==> src/rtl/mcp3x08_scanner.sv <==
`default_nettype none
`timescale 1ns/1ps
// +--------------------------------------------------------------------------+
// | Module      : mcp3x08_scanner                                            |
// | Description : Multi-channel SPI scan engine for MCP3004/3008/3204/3208.  |
// | Revision    : 1.0 - initial release                                      |
// +--------------------------------------------------------------------------+
module mcp3x08_scanner #(
    parameter int DATA_BITS = 10,
    parameter int N_CH      = 8,
    parameter int CLK_DIV   = 4,
    parameter int CS_GAP    = 8,
    parameter int DIFF      = 0
) (
    input  logic                      dclk,
    input  logic                      rst,
    input  logic                      start,
    input  logic                      continuous,
    input  logic [N_CH-1:0]           ch_mask,
    output logic                      sclk,
    output logic                      din,
    input  logic                      dout,
    output logic                      cs_n,
    output logic                      busy,
    output logic                      res_valid,
    output logic [2:0]                res_ch,
    output logic [DATA_BITS-1:0]      res_data,
    output logic                      scan_done,
    output logic [N_CH*DATA_BITS-1:0] res_bank
);

    localparam int c_frame   = 7 + DATA_BITS;
    localparam int c_cnt_max = (CLK_DIV > CS_GAP) ? CLK_DIV : CS_GAP;
    localparam int c_cnt_w   = $clog2(c_cnt_max + 1);
    localparam int c_hp_w    = $clog2(2 * c_frame + 1);
    localparam logic [c_cnt_w-1:0] c_div_last = c_cnt_w'(CLK_DIV - 1);
    localparam logic [c_cnt_w-1:0] c_gap_last = c_cnt_w'(CS_GAP - 1);
    localparam logic [c_hp_w-1:0]  c_hp_last  = c_hp_w'(2 * c_frame);

    typedef enum logic [2:0] {
        S_IDLE  = 3'd0,
        S_SETUP = 3'd1,
        S_SHIFT = 3'd2,
        S_LATCH = 3'd3,
        S_GAP   = 3'd4
    } state_t;

    state_t                    state_q, state_d;
    logic [c_cnt_w-1:0]        cnt_q, cnt_d;
    logic [c_hp_w-1:0]         hp_q, hp_d;
    logic [N_CH-1:0]           mask_q, mask_d;
    logic [2:0]                ch_q, ch_d;
    logic [DATA_BITS-1:0]      shreg_q, shreg_d;
    logic                      sclk_q, sclk_d;
    logic                      din_q, din_d;
    logic                      cs_n_q, cs_n_d;
    logic                      busy_q, busy_d;
    logic                      res_valid_q, res_valid_d;
    logic [2:0]                res_ch_q, res_ch_d;
    logic [DATA_BITS-1:0]      res_data_q, res_data_d;
    logic                      scan_done_q, scan_done_d;
    logic [N_CH*DATA_BITS-1:0] bank_q, bank_d;
    logic                      start_prev_q, start_prev_d;

    logic                      w_start_rise;
    logic                      w_launch;
    logic [N_CH-1:0]           w_launch_mask;
    logic                      w_gap_end;
    logic [N_CH-1:0]           w_rem;
    int                        w_hp_idx;

    function automatic logic [2:0] lowest_ch(input logic [N_CH-1:0] m);
        lowest_ch = '0;
        for (int k = N_CH - 1; k >= 0; k--) begin
            if (m[k]) lowest_ch = 3'(k);
        end
    endfunction

    // Command word clocked out MSB-first: start, SGL/DIFF, D2, D1, D0.
    function automatic logic cmd_bit(input int idx, input logic [2:0] ch);
        case (idx)
            1:       cmd_bit = 1'b1;
            2:       cmd_bit = (DIFF == 0);
            3:       cmd_bit = ch[2];
            4:       cmd_bit = ch[1];
            5:       cmd_bit = ch[0];
            default: cmd_bit = 1'b0;
        endcase
    endfunction

    assign w_start_rise = start & ~start_prev_q;

    always_comb begin
        state_d       = state_q;
        cnt_d         = cnt_q;
        hp_d          = hp_q;
        mask_d        = mask_q;
        ch_d          = ch_q;
        shreg_d       = shreg_q;
        sclk_d        = sclk_q;
        din_d         = din_q;
        cs_n_d        = cs_n_q;
        busy_d        = busy_q;
        res_valid_d   = 1'b0;
        res_ch_d      = res_ch_q;
        res_data_d    = res_data_q;
        scan_done_d   = 1'b0;
        bank_d        = bank_q;
        start_prev_d  = start;
        w_launch      = 1'b0;
        w_launch_mask = '0;
        w_gap_end     = 1'b0;
        w_rem         = mask_q;
        w_hp_idx      = int'(hp_q) / 2 + 1;

        case (state_q)
            S_IDLE: begin
                if (w_start_rise && ch_mask != '0) begin
                    w_launch      = 1'b1;
                    w_launch_mask = ch_mask;
                    busy_d        = 1'b1;
                end
            end
            S_SETUP: begin
                if (cnt_q == c_div_last) begin
                    state_d = S_SHIFT;
                    cnt_d   = '0;
                    hp_d    = '0;
                end else begin
                    cnt_d = cnt_q + 1'b1;
                end
            end
            S_SHIFT: begin
                // Even half-periods are sclk low, odd are high; the last even one is the trailing low.
                if (cnt_q == c_div_last) begin
                    cnt_d = '0;
                    if (hp_q == c_hp_last) begin
                        state_d = S_LATCH;
                        cs_n_d  = 1'b1;
                        din_d   = 1'b0;
                    end else begin
                        hp_d = hp_q + 1'b1;
                        if (!hp_q[0]) begin
                            sclk_d = 1'b1;
                            if (w_hp_idx >= 8) shreg_d = {shreg_q[DATA_BITS-2:0], dout};
                        end else begin
                            sclk_d = 1'b0;
                            din_d  = cmd_bit(w_hp_idx + 1, ch_q);
                        end
                    end
                end else begin
                    cnt_d = cnt_q + 1'b1;
                end
            end
            S_LATCH: begin
                res_valid_d = 1'b1;
                res_ch_d    = ch_q;
                res_data_d  = shreg_q;
                for (int k = 0; k < N_CH; k++) begin
                    if (int'(ch_q) == k) begin
                        w_rem[k]                         = 1'b0;
                        bank_d[k*DATA_BITS +: DATA_BITS] = shreg_q;
                    end
                end
                mask_d      = w_rem;
                scan_done_d = (w_rem == '0);
                // The LATCH cycle is the first of the CS_GAP high cycles.
                if (CS_GAP == 1) begin
                    w_gap_end = 1'b1;
                end else begin
                    state_d = S_GAP;
                    cnt_d   = c_cnt_w'(1);
                end
            end
            S_GAP: begin
                if (cnt_q == c_gap_last) w_gap_end = 1'b1;
                else                     cnt_d = cnt_q + 1'b1;
            end
            default: begin
                state_d = S_IDLE;
            end
        endcase

        if (w_gap_end) begin
            if (w_rem != '0) begin
                w_launch      = 1'b1;
                w_launch_mask = w_rem;
            end else if (continuous && ch_mask != '0) begin
                w_launch      = 1'b1;
                w_launch_mask = ch_mask;
            end else begin
                state_d = S_IDLE;
                busy_d  = 1'b0;
            end
        end

        if (w_launch) begin
            mask_d  = w_launch_mask;
            ch_d    = lowest_ch(w_launch_mask);
            state_d = S_SETUP;
            cnt_d   = '0;
            cs_n_d  = 1'b0;
            din_d   = 1'b1;
            sclk_d  = 1'b0;
        end
    end

    always_ff @(posedge dclk or posedge rst) begin
        if (rst) begin
            state_q      <= S_IDLE;
            cnt_q        <= '0;
            hp_q         <= '0;
            mask_q       <= '0;
            ch_q         <= '0;
            shreg_q      <= '0;
            sclk_q       <= 1'b0;
            din_q        <= 1'b0;
            cs_n_q       <= 1'b1;
            busy_q       <= 1'b0;
            res_valid_q  <= 1'b0;
            res_ch_q     <= '0;
            res_data_q   <= '0;
            scan_done_q  <= 1'b0;
            bank_q       <= '0;
            start_prev_q <= 1'b0;
        end else begin
            state_q      <= state_d;
            cnt_q        <= cnt_d;
            hp_q         <= hp_d;
            mask_q       <= mask_d;
            ch_q         <= ch_d;
            shreg_q      <= shreg_d;
            sclk_q       <= sclk_d;
            din_q        <= din_d;
            cs_n_q       <= cs_n_d;
            busy_q       <= busy_d;
            res_valid_q  <= res_valid_d;
            res_ch_q     <= res_ch_d;
            res_data_q   <= res_data_d;
            scan_done_q  <= scan_done_d;
            bank_q       <= bank_d;
            start_prev_q <= start_prev_d;
        end
    end

    assign sclk      = sclk_q;
    assign din       = din_q;
    assign cs_n      = cs_n_q;
    assign busy      = busy_q;
    assign res_valid = res_valid_q;
    assign res_ch    = res_ch_q;
    assign res_data  = res_data_q;
    assign scan_done = scan_done_q;
    assign res_bank  = bank_q;

endmodule
`default_nettype wire

==> config.mk <==
export PLATFORM = sky130hd
export DESIGN_NAME = mcp3x08_scanner
export DESIGN_NICKNAME = d
export VERILOG_FILES = /design/src/rtl/mcp3x08_scanner.sv
export SDC_FILE = /design/constraint.sdc
export NUM_CORES = 1
export LEC_CHECK = 0
export ABC_AREA = 1
export CAP_MARGIN = 20
export CORE_MARGIN = 5
export CORE_UTILIZATION = 35
export DETAILED_ROUTE_END_ITERATION = 8
export SETUP_SLACK_MARGIN = 0.05
export SLEW_MARGIN = 20
export SYNTH_ARGS = -nofsm -noshare
export SYNTH_HDL_FRONTEND = slang
export SYNTH_SLANG_ARGS = --single-unit
==> constraint.sdc <==
create_clock -name dclk -period 5.1 [get_ports dclk]
set_input_delay 0.765 -clock dclk [delete_from_list [all_inputs] [get_ports dclk]]
set_output_delay 0.765 -clock dclk [all_outputs]
set_load 0.03 [all_outputs]
==> results.py <==
metrics = {
    "outcome": {
        "status": "finished, final reports clean",
    },
    "floorplanning": {
        "dieArea_um2": 18970,
        "die_h_um": 137.7,
        "pin_count": 112,
        "core.rowCount": 46,
        "initial_core_util_pct": 35.82,
        "die_x_um": 137.7,
        "core-area_um2": 15940,
    },
    "critical_path": {
        "critPathKind": "reg2reg",
        "arrival_ps": 3120,
        "end_kind": "flip-flop",
        "cp_max_fo": 21,
        "critical_path.max_stage_delay_ps": 430,
        "critPathMostFrequentCell": "nand2_1",
        "slowest_stage": "nand2_1",
        "crit_required_ps": 5450,
        "cp_cell_sequence": "nand2_2 > nor2_4 > nand2_1 > nand2_1 > nand2_1 > nor2_2 > nand2_2 > nand2_1 > nor2_1 > a211oi_1 > nand2_1 > inv_1 > nand3_1 > nand2_1",
        "worstPathBufferInverterCount": 1,
        "crit_family": "simple AND/OR/NAND/NOR gates",
        "start_kind": "flip-flop",
    },
    "synthesis": {
        "synth_top_cells_by_count": "168 x nand2_1, 133 x dfrtp_1, 123 x o21ai_0, 46 x inv_1, 36 x nor2_1",
        "synth_area_um2": 5710,
        "ys_seq_elements": 134,
        "synthTopCellsByArea": "dfrtp_1 58%, nand2_1 11%, o21ai_0 11%",
        "synth_top_cell_area_share_pct": 58.28,
        "yosysTopAreaCell": "dfrtp_1",
        "syn-num-nets": 654,
        "avgSynthCellArea_um2": 9.036,
        "synth-edff-count": 0,
        "seq_area_frac_synth_pct": 58.74,
        "synth_cell_type_count": 35,
        "synth_cells": 632,
        "ys_warn_count": 0,
        "async_reset_ff_share_pct": 100.0,
        "yosys_most_used_dff": "dfrtp_1",
        "synth.most_common_cell": "nand2_1",
    },
    "timing": {
        "hold_viol": 0,
        "max-slew-margin-rel_pct": 38.04,
        "fin_worst_skew_ps": 8.739,
        "worst_pin_slew_ps": 929.4,
        "setup_viol": 0,
        "min_period_ps": 2766,
        "fmax_mhz": 361.6,
        "rsz0062_at_grt": "no",
        "finalSetupTns_ps": 0,
        "period_share_pct": 54.23,
        "final_max_slew_viol_count": 0,
    },
    "pwr": {
        "p_leak_nw": 3.418,
        "p_clk_share_pct": 53.1,
        "p_comb_share_pct": 1.7,
        "seqPwrFrac_pct": 45.2,
        "cellPowerDensity_nw_per_um2": 309.4,
        "irDropWorstVdd_v": 0.0002529,
        "p_int_mw": 1.871,
        "p_sw_uw": 485.3,
        "p_sw_share_pct": 20.59,
    },
    "grt": {
        "grt_pass1_wl_um": 24810,
        "grt_usage_pct": 17.21,
        "grt.overflow.total": 0,
        "grt_pass1_vias": 4702,
        "antenna_found_initial": 0,
        "busiest_layer": "met2",
        "grt_max_degree": 76,
        "grtUsageMet2_pct": 26.95,
        "grtUsageMet3_pct": 3.689,
        "use_met1_pct": 23.28,
    },
    "finish": {
        "syn2layout_area_growth_pct": 33.37,
        "layout.nets": 762,
        "fin_area_um2": 7616,
        "layout-drive-gt1-share_pct": 8.632,
        "diodes": 0,
        "n_fill_cell": 1517,
        "fin_util_pct": 47.77,
    },
    "clock_tree": {
        "cts_tree": "built",
        "worstSkewPairLatency_ps": 420,
        "post_cts_buffers": 0,
        "postCtsHoldBufs": 0,
        "htreeDepth": 4,
        "ctsResizeCount": 0,
        "cts.sinks": 134,
        "cts_root_buffer": "clkbuf_16",
        "path_clk_slew_ps": 50,
        "cts_buffers": 17,
        "clockBufferDepth": 2,
    },
    "place": {
        "dpl-instance-area_um2": 7007,
        "portBuffers": 111,
        "hpwl_um": 10980,
        "place_congestion": 0.8424,
    },
    "route": {
        "drc_errors": 0,
        "drt_iter0_markers": 313,
        "wl_per_cell_um": 16.22,
        "vias": 4727,
        "via_per_inst": 4.878,
        "ant_nets": 0,
        "dr.pass1.iters": 5,
        "routed_wl_um": 15720,
    },
    "run": {
        "drv_cap": 0,
    },
    "min_path": {
        "hold_class": "reg2reg",
    },
}
[cell families after synthesis]
| kind of cell | after synthesis | synth area share, % |
|---|---|---|
| flops | 134 | 58.74 |
| xor+xnor | 4 | 0.6134 |
| buf+inv | 76 | 5.302 |
| compound gates | 152 | 14.05 |
| simple gates | 257 | 19.32 |
| fa+ha+maj | 9 | 1.972 |
[worst register-to-register path: stages, from the launching register on]
cell and delay (ps):
dfrtp_1 400, nand2_2 80, nor2_4 300, nand2_1 430, nand2_1 260, nand2_1 90, nor2_2 130, nand2_2 90
nand2_1 90, nor2_1 60, a211oi_1 390, nand2_1 100, inv_1 130, nand3_1 90, nand2_1 80
[cell usage in the layout (no fill, tap or decap), types with 2 or more instances in the layout]
master / Yosys / final
clkinv_4: 0 / 2
xor2_1: 4 / 4
clkinvlp_4: 0 / 3
nor3_1: 5 / 5
buf_4: 0 / 3
clkinv_2: 1 / 3
clkbuf_16: 0 / 17
a21oi_1: 14 / 14
nand3_1: 13 / 13
clkbuf_8: 0 / 2
nand4_1: 8 / 8
or2_2: 2 / 2
ha_1: 9 / 9
inv_1: 46 / 45
nand2_2: 14 / 14
clkdlybuf4s50_1: 0 / 111
nor2_2: 4 / 4
nand2_1: 168 / 168
bufinv_16: 0 / 3
o221ai_1: 2 / 2
nor2_4: 2 / 2
o21ai_1: 6 / 6
o21ai_0: 123 / 123
clkbuf_1: 22 / 2
nor2_1: 36 / 36
dfrtp_1: 133 / 133
inv_2: 3 / 3
nand3b_1: 2 / 2
[layer usage]
metal	share of wire (%)	routed length, um
met1	44	6989
met2	47	7383
met3	6.6	1044
met4	1.9	303
met5	0	0
[area by class of cell]
cell class,instances,area [um2],area share (%)
Tap cell,216,270.3,3.549
Sequential cell,134,3354,44.04
Timing Repair Buffer,114,1134,14.88
Clock inverter,11,148.9,1.955
Inverter,51,195.2,2.563
Clock buffer,21,460.4,6.046
Multi-Input combinational cell,422,2053,26.96
[power groups by stage]
stage                     combinational (mW)  clock (mW)  sequential (mW)
after floorplan                       0.0211           0             1.08
after global placement                0.0410           0             1.08
after detailed placement              0.0420           0             1.08
after CTS                             0.0421        1.27             1.07
after global routing                  0.0470        1.32             1.06
final                                 0.0401        1.25             1.07
[worst paths after layout]
kind,end,startpoint,slack (ps),cells past startpoint
worst max-delay path,ch_q[1],state_q[0],2330,14
worst min-delay path,res_ch[0],res_ch[0],480,2
worst max register to register,ch_q[1],state_q[0],2330,14
worst min register to register,res_ch[0],res_ch[0],480,2
max in group asynchronous,res_bank[36],rst,3190,3
min in group asynchronous,mask_q[5],rst,910,2
[state kept, by name, indices dropped and copies added, names as in the netlist]
signal        count
res_valid         1
hp_q              6
state_q           3
sclk              1
mask_q            8
res_bank         80
din               1
cnt_q             4
busy              1
res_data         10
ch_q              3
cs_n              1
start_prev_q      1
shreg_q          10
res_ch            3
scan_done         1
[metrics by stage]
step	std cells	power, mW	worst slack, ps	hold slack [ps]
floorplan	632	1.105	753.9	453.0
CTS	969	2.374	2331	486.1
global route	969	2.430	1931	505.9
detailed placement	937	1.126	2337	472.6
global placement	937	1.125	2474	466.2
finish	969	2.357	2334	480.9
Power figures use the tool's default switching activity.
